===== config.mk =====
export PLATFORM = sky130hd
export DESIGN_NAME = vga_fb_ctrl_flat
export DESIGN_NICKNAME = d
export VERILOG_FILES = /design/src/rtl/vga_fb_ctrl_if.sv /design/src/rtl/vga_fb_ctrl.sv /design/src/flat_wrapper.sv
export SDC_FILE = /design/constraint.sdc
export NUM_CORES = 1
export LEC_CHECK = 0
export ABC_AREA = 1
export CORE_MARGIN = 4
export CORE_UTILIZATION = 50
export DETAILED_ROUTE_END_ITERATION = 12
export PLACE_DENSITY_LB_ADDON = 0.25
export SYNTH_ARGS = -nofsm -noshare
export SYNTH_HDL_FRONTEND = slang
export SYNTH_SLANG_ARGS = --single-unit

===== constraint.sdc =====
create_clock -name CLK -period 3.3 [get_ports CLK]
set_clock_uncertainty 0.05 [all_clocks]
set_input_delay 0.825 -clock CLK [delete_from_list [all_inputs] [get_ports CLK]]
set_output_delay 0.825 -clock CLK [all_outputs]
set_load 0.01 [all_outputs]

===== src/rtl/vga_fb_ctrl_if.sv =====
// Processor bus bundle for the VGA frame-buffer write controller.
// The master drives address, data and strobes; the slave returns registered read data.
interface vga_fb_ctrl_if;
    logic [7:0] BUS_ADDR;
    logic [7:0] BUS_DATA;
    logic       BUS_WE;
    logic       BUS_RE;
    logic [7:0] BUS_DATA_OUT;
    logic       BUS_DATA_OE;

    modport master (
        output BUS_ADDR, BUS_DATA, BUS_WE, BUS_RE,
        input  BUS_DATA_OUT, BUS_DATA_OE
    );

    modport slave (
        input  BUS_ADDR, BUS_DATA, BUS_WE, BUS_RE,
        output BUS_DATA_OUT, BUS_DATA_OE
    );
endinterface


===== src/rtl/vga_fb_ctrl.sv =====
// Bus-mapped frame-buffer write controller: pixel writes with auto-increment,
// rectangle-fill engine, colour config and sticky dropped-write status.
module vga_fb_ctrl #(
    parameter logic [7:0] BASE_ADDR = 8'hB0,
    parameter int         X_W       = 8,
    parameter int         Y_W       = 7,
    parameter int         X_MAX     = 159,
    parameter int         Y_MAX     = 119,
    parameter int         PIX_W     = 1,
    parameter logic [7:0] BG_RESET  = 8'h33,
    parameter logic [7:0] FG_RESET  = 8'hCC
) (
    input  logic                 CLK,
    input  logic                 RESET,
    vga_fb_ctrl_if.slave         bus,
    output logic [X_W+Y_W-1:0]   FB_ADDR,
    output logic [PIX_W-1:0]     FB_DATA,
    output logic                 FB_WE,
    output logic [15:0]          CONFIG_COL,
    output logic                 BUSY
);
    typedef enum logic {IDLE, FILL} state_t;

    state_t           state_q, state_d;
    logic [8:0]       off9;
    logic [3:0]       off;
    logic             hit, wr, rd, wr_pix, wr_cmd;
    logic [X_W-1:0]   x_q, x0_q, fx;
    logic [Y_W-1:0]   y_q, y0_q, fy;
    logic [1:0]       ctrl_q;
    logic [7:0]       fw_q, fh_q, w_q, h_q;
    logic [7:0]       cx_q, cy_q, cx_d, cy_d;
    logic [7:0]       rdata;
    logic [PIX_W-1:0] fv_q, v_q;
    logic             dropped_q, start, adv, drop;

    // Ninth bit catches addresses below the window.
    assign off9   = {1'b0, bus.BUS_ADDR} - {1'b0, BASE_ADDR};
    assign hit    = !off9[8] && (off9[7:0] < 8'd10);
    assign off    = off9[3:0];
    assign wr     = bus.BUS_WE && hit;
    assign rd     = bus.BUS_RE && hit;
    assign wr_pix = wr && (off == 4'd2);
    assign wr_cmd = wr && (off == 4'd9);
    assign BUSY   = (state_q == FILL);

    // cx/cy index the pixel currently on the FB port.
    always_comb begin
        state_d = state_q;
        start   = 1'b0;
        adv     = 1'b0;
        drop    = 1'b0;
        cx_d    = 8'd0;
        cy_d    = 8'd0;
        unique case (state_q)
            IDLE: begin
                if (wr_cmd && fw_q != 8'd0 && fh_q != 8'd0) begin
                    state_d = FILL;
                    start   = 1'b1;
                end
            end
            FILL: begin
                drop = wr_pix || wr_cmd;
                if (cx_q == w_q - 8'd1) begin
                    if (cy_q == h_q - 8'd1) begin
                        state_d = IDLE;
                    end else begin
                        adv  = 1'b1;
                        cy_d = cy_q + 8'd1;
                    end
                end else begin
                    adv  = 1'b1;
                    cx_d = cx_q + 8'd1;
                    cy_d = cy_q;
                end
            end
        endcase
    end

    assign fx = x0_q + X_W'(cx_d);
    assign fy = y0_q + Y_W'(cy_d);

    always_comb begin
        rdata = 8'd0;
        case (off)
            4'd0:    rdata = 8'(x_q);
            4'd1:    rdata = 8'(y_q);
            4'd3:    rdata = CONFIG_COL[15:8];
            4'd4:    rdata = CONFIG_COL[7:0];
            4'd5:    rdata = {6'd0, ctrl_q};
            4'd6:    rdata = fw_q;
            4'd7:    rdata = fh_q;
            4'd8:    rdata = 8'(fv_q);
            4'd9:    rdata = {6'd0, dropped_q, BUSY};
            default: rdata = 8'd0;
        endcase
    end

    always_ff @(posedge CLK) begin
        if (RESET) state_q <= IDLE;
        else       state_q <= state_d;
    end

    always_ff @(posedge CLK) begin
        if (RESET) begin
            x_q              <= '0;
            y_q              <= '0;
            x0_q             <= '0;
            y0_q             <= '0;
            ctrl_q           <= 2'd0;
            fw_q             <= 8'd0;
            fh_q             <= 8'd0;
            w_q              <= 8'd0;
            h_q              <= 8'd0;
            cx_q             <= 8'd0;
            cy_q             <= 8'd0;
            fv_q             <= '0;
            v_q              <= '0;
            dropped_q        <= 1'b0;
            CONFIG_COL       <= {BG_RESET, FG_RESET};
            FB_ADDR          <= '0;
            FB_DATA          <= '0;
            FB_WE            <= 1'b0;
            bus.BUS_DATA_OUT <= 8'd0;
            bus.BUS_DATA_OE  <= 1'b0;
        end else begin
            FB_WE           <= 1'b0;
            bus.BUS_DATA_OE <= rd;
            if (rd) bus.BUS_DATA_OUT <= rdata;

            if (wr) begin
                case (off)
                    4'd0:    x_q              <= bus.BUS_DATA[X_W-1:0];
                    4'd1:    y_q              <= bus.BUS_DATA[Y_W-1:0];
                    4'd3:    CONFIG_COL[15:8] <= bus.BUS_DATA;
                    4'd4:    CONFIG_COL[7:0]  <= bus.BUS_DATA;
                    4'd5:    ctrl_q           <= bus.BUS_DATA[1:0];
                    4'd6:    fw_q             <= bus.BUS_DATA;
                    4'd7:    fh_q             <= bus.BUS_DATA;
                    4'd8:    fv_q             <= bus.BUS_DATA[PIX_W-1:0];
                    default: ;
                endcase
            end

            if (wr_pix && state_q == IDLE) begin
                FB_WE   <= 1'b1;
                FB_ADDR <= {y_q, x_q};
                FB_DATA <= bus.BUS_DATA[PIX_W-1:0];
                if (ctrl_q[0]) begin
                    if (x_q == X_W'(X_MAX)) begin
                        x_q <= '0;
                        if (ctrl_q[1])
                            y_q <= (y_q == Y_W'(Y_MAX)) ? '0 : y_q + Y_W'(1);
                    end else begin
                        x_q <= x_q + X_W'(1);
                    end
                end
            end

            if (start) begin
                x0_q    <= x_q;
                y0_q    <= y_q;
                w_q     <= fw_q;
                h_q     <= fh_q;
                v_q     <= fv_q;
                cx_q    <= 8'd0;
                cy_q    <= 8'd0;
                FB_WE   <= 1'b1;
                FB_ADDR <= {y_q, x_q};
                FB_DATA <= fv_q;
            end else if (adv) begin
                cx_q    <= cx_d;
                cy_q    <= cy_d;
                FB_WE   <= 1'b1;
                FB_ADDR <= {fy, fx};
                FB_DATA <= v_q;
            end

            // A drop in the same cycle as a status read keeps the flag set.
            if (drop)
                dropped_q <= 1'b1;
            else if (rd && off == 4'd9)
                dropped_q <= 1'b0;
        end
    end
endmodule

===== src/flat_wrapper.sv =====
// flat-port wrapper written by rule: the top's interface ports become plain ports
module vga_fb_ctrl_flat 
#(
    parameter logic [7:0] BASE_ADDR = 8'hB0,
    parameter int         X_W       = 8,
    parameter int         Y_W       = 7,
    parameter int         X_MAX     = 159,
    parameter int         Y_MAX     = 119,
    parameter int         PIX_W     = 1,
    parameter logic [7:0] BG_RESET  = 8'h33,
    parameter logic [7:0] FG_RESET  = 8'hCC
)
  (CLK, RESET, FB_ADDR, FB_DATA, FB_WE, CONFIG_COL, BUSY, bus_BUS_ADDR, bus_BUS_DATA, bus_BUS_WE, bus_BUS_RE, bus_BUS_DATA_OUT, bus_BUS_DATA_OE);
  vga_fb_ctrl_if bus_i ();
  input  logic CLK;
  input  logic RESET;
  output logic [X_W+Y_W-1:0] FB_ADDR;
  output logic [PIX_W-1:0] FB_DATA;
  output logic FB_WE;
  output logic [15:0] CONFIG_COL;
  output logic BUSY;
  input wire logic [$bits(bus_i.BUS_ADDR)-1:0] bus_BUS_ADDR;
  input wire logic [$bits(bus_i.BUS_DATA)-1:0] bus_BUS_DATA;
  input wire logic [$bits(bus_i.BUS_WE)-1:0] bus_BUS_WE;
  input wire logic [$bits(bus_i.BUS_RE)-1:0] bus_BUS_RE;
  output wire logic [$bits(bus_i.BUS_DATA_OUT)-1:0] bus_BUS_DATA_OUT;
  output wire logic [$bits(bus_i.BUS_DATA_OE)-1:0] bus_BUS_DATA_OE;
  assign bus_i.BUS_ADDR = bus_BUS_ADDR;
  assign bus_i.BUS_DATA = bus_BUS_DATA;
  assign bus_i.BUS_WE = bus_BUS_WE;
  assign bus_i.BUS_RE = bus_BUS_RE;
  assign bus_BUS_DATA_OUT = bus_i.BUS_DATA_OUT;
  assign bus_BUS_DATA_OE = bus_i.BUS_DATA_OE;
  vga_fb_ctrl #(.BASE_ADDR(BASE_ADDR), .X_W(X_W), .Y_W(Y_W), .X_MAX(X_MAX), .Y_MAX(Y_MAX), .PIX_W(PIX_W), .BG_RESET(BG_RESET), .FG_RESET(FG_RESET)) u_core (.CLK(CLK), .RESET(RESET), .bus(bus_i), .FB_ADDR(FB_ADDR), .FB_DATA(FB_DATA), .FB_WE(FB_WE), .CONFIG_COL(CONFIG_COL), .BUSY(BUSY));
endmodule

==> out/metrics.csv <==
metric,value,unit
synth_flop_cell,dfxtp_1,
ant_nets,0,
top_layer_used,met4,
path_class,register to register,
arrival,3.52,ns
drive_gt1_share,14.61,%
place_ws,-0.03891,ns
fin_crit_sh,98.73,%
cts_max_level,4,
synth_enable_flop_cells,0,
rsz0062_at_grt,true,
drc,0,
crit_path_frequent_cell,nand2_1,
p_total,3.570,mW
synth-seq-area-share,36.63,%
finalNonFillerCells,1278,
status,"finished, final reports clean",
placedCellCount,1238,
r2r_slack,0.04,ns
coreArea,13350,um^2
worstSkewPairLatency,0.42,ns
postSynthAreaPerCell,6.914,um^2
path_clk_slew,0.06,ns
netlist_top_cells_area,"dfxtp_1 37%, nand2_1 11%, inv_1 6.9%",
worst_r2r_path_depth,28,
hold_path.class,register to register,
drt_first_pass_iters,5,
setup_viol,0,
async_flop_share,0,%
pin_count,63,
syn_area,6887,um^2
synth_cells,996,
end_kind,register,
hold_start,u_core.FB_ADDR[11],
yosysTopAreaCellShare,36.63,%
vias,6952,
hold_viol,0,
num_rows,42,
finalWirelength,20.77,mm
rr_endpoint,u_core.FB_ADDR[14],
maxSlewViolCount,0,
diodes,0,
worstMarginPinSlew,0.6022,ns
dr_wl_met3,1.215,mm
area_delta_synth_final,27.45,%
vdd_drop_max,0.3580,mV
postLayoutCellArea,8777,um^2
wire_per_inst,16.25,um
initial_core_util,51.59,%
grt_overflow,0,
drv_cap,0,
cts_hold_buf,0,
power_leakage,3.663,nW
route.met2.wl,9.839,mm
slowest_stage,dfxtp_2,
cts-buffers-inserted,17,
ys_warn_count,0,
ys_types,42,
grt_max_degree,41,
start_kind,register,
grt_pass1_wl,32.40,mm
cp_max_fo,6,
startpoint,u_core.w_q[0],
reg2reg_from,u_core.w_q[0],
antenna_found_initial,0,
die_h,125.4,um
power_density,406.8,nW/um^2
grt.total_usage,25.34,%
nFillCells,1175,
fin_nets,1131,
drt-initial-drc-count,521,
grt_pass1_vias,6540,
cp.required,3.56,ns
fin_setup_tns,0,ns
gp_congestion,0.9340,
syn_nets,1037,
fmax,306.9,MHz
numPortBuffers,62,
setup_ws,0.04179,ns
die_w,125.4,um
synth.ff_latch_count,126,
viasPerCell,5.440,
dp_hpwl,14.91,mm
dieArea,15720,um^2
synth_largest_area_cell,dfxtp_1,
clock_sinks,126,
met1_length,9.079,mm
endpoint,u_core.FB_ADDR[14],
cts-root-buf,clkbuf_16,
cts_tree,yes,
cts_buffer_depth,2,
min_period,3.258,ns
cpPeakStageDelay,0.35,ns
max_slew_margin,59.81,%
placed_area,7885,um^2
[worst min-delay path by stage]
| stage | endpoint | slack [ns] | cells past startpoint |
|---|---|---|---|
| floorplan | u_core.v_q | 0.38 | 2 |
| global placement | u_core.FB_ADDR[3] | 0.39 | 2 |
| detailed placement | u_core.FB_ADDR[3] | 0.39 | 2 |
| CTS | u_core.FB_ADDR[3] | 0.40 | 2 |
| global route | u_core.FB_ADDR[2] | 0.41 | 2 |
| finish | u_core.FB_ADDR[11] | 0.40 | 2 |
[final cells by class]
cell class / instances / area (um^2) / share of cell area (%)
Sequential cell: 126 / 2525 / 28.77
Tap cell: 176 / 220.2 / 2.509
Timing Repair Buffer: 107 / 974.7 / 11.10
Multi-Input combinational cell: 697 / 3911 / 44.56
Clock buffer: 21 / 470.5 / 5.360
Inverter: 141 / 539.3 / 6.144
Clock inverter: 10 / 136.4 / 1.554
[critical path: cells and delay by family (launching register included)]
| kind | cells | cell delay, ns |
|---|---|---|
| adders and majority gates | 3 | 0.77 |
| DFF | 1 | 0.35 |
| buffers and inverters | 5 | 0.25 |
| xor gates and xnor gates | 1 | 0.20 |
| and+or+nand+nor | 17 | 1.35 |
| AOI/OAI and AO/OA | 2 | 0.22 |
[metrics by stage]
step	util (%)	hold slack, ns
floorplan	-	0.3787
global placement	59.07	0.3865
detailed placement	59.07	0.3894
CTS	63.79	0.4015
global route	65.76	0.4148
finish	65.76	0.3999
[layer usage]
metal	GRT usage, %	vias up
met4	9.439	0
li1	-	3482
met3	5.288	49
met1	31.84	3165
met2	42.93	256
met5	0	-
[report_power, final]
part / total, mW / internal, mW / switching [mW]
clock: 1.93 / 1.24 / 0.686
sequential: 1.52 / 1.52 / 0.00151
combinational: 0.118 / 0.0403 / 0.0780
[cell usage in the layout, fill, tap and decap left out, types with 4 or more instances in the layout]
cell	synthesis	routed
a211oi_1	28	28
a21oi_1	81	77
a21oi_2	3	6
a31oi_1	6	5
buf_4	4	43
clkbuf_16	0	17
clkdlybuf4s50_1	0	62
clkinv_1	4	4
dfxtp_1	126	124
ha_1	19	11
ha_4	0	8
inv_1	127	115
inv_2	9	19
nand2_1	201	193
nand2_2	6	12
nand3_1	40	35
nand4_1	16	16
nor2_1	110	106
nor2_2	5	8
nor3_1	12	12
o211ai_1	7	7
o21ai_0	79	74
o21ai_1	12	14
o22ai_1	12	12
o31ai_1	4	4
or2_2	5	5
xnor2_1	8	8
xor2_1	20	19
[cells in the mapped netlist (2+ instances only)]
cell      number
o211ai_1       7
xnor2_1        8
o21ai_0       79
o21ai_1       12
buf_2          7
a31oi_1        6
nor2_4         2
o22ai_1       12
nand2_1      201
a221oi_1       3
clkbuf_1      16
a21oi_1       81
fa_1           2
nor3_1        12
a211oi_1      28
buf_4          4
nor2_2         5
inv_2          9
o221ai_1       3
or2_2          5
nand3_1       40
inv_1        127
buf_6          5
a21oi_2        3
nand4_1       16
ha_1          19
nand2_2        6
xor2_1        20
o21bai_1       2
clkinv_1       4
nand2_4        3
o31ai_1        4
nor2_1       110
o41ai_1        2
dfxtp_1      126
[registers in the layout, indices dropped and copies added (netlist names), 8 cells and up]
| signal | cells |
|---|---|
| u_core.cy_q | 8 |
| u_core.fh_q | 8 |
| u_core.h_q | 8 |
| u_core.FB_ADDR | 15 |
| u_core.cx_q | 8 |
| u_core.CONFIG_COL | 16 |
| u_core.bus.BUS_DATA_OUT | 8 |
| u_core.x_q | 8 |
| u_core.x0_q | 8 |
| u_core.fw_q | 8 |
| u_core.w_q | 8 |
[logic make-up after synthesis]
group                    synth area share [%]
AND/OR/NAND/NOR                         25.02
AO/OA/AOI/OAI                           20.37
buffers and inverters                   10.39
flip-flops                              36.63
XOR/XNOR                                3.561
adder cells (fa/ha/maj)                 4.033
[timing repair]
| item | CTS | global route |
|---|---|---|
| buffers inserted | 2 | 7 |
| gates resized for setup | 4 | 50 |
| cloned | 0 | 0 |
| endpoints found under the setup margin | 3 | 7 |
| pin swaps | 2 | 16 |
| hold endpoints to repair | 0 | 0 |
No activity file was read; power rests on OpenSTA's default activity.
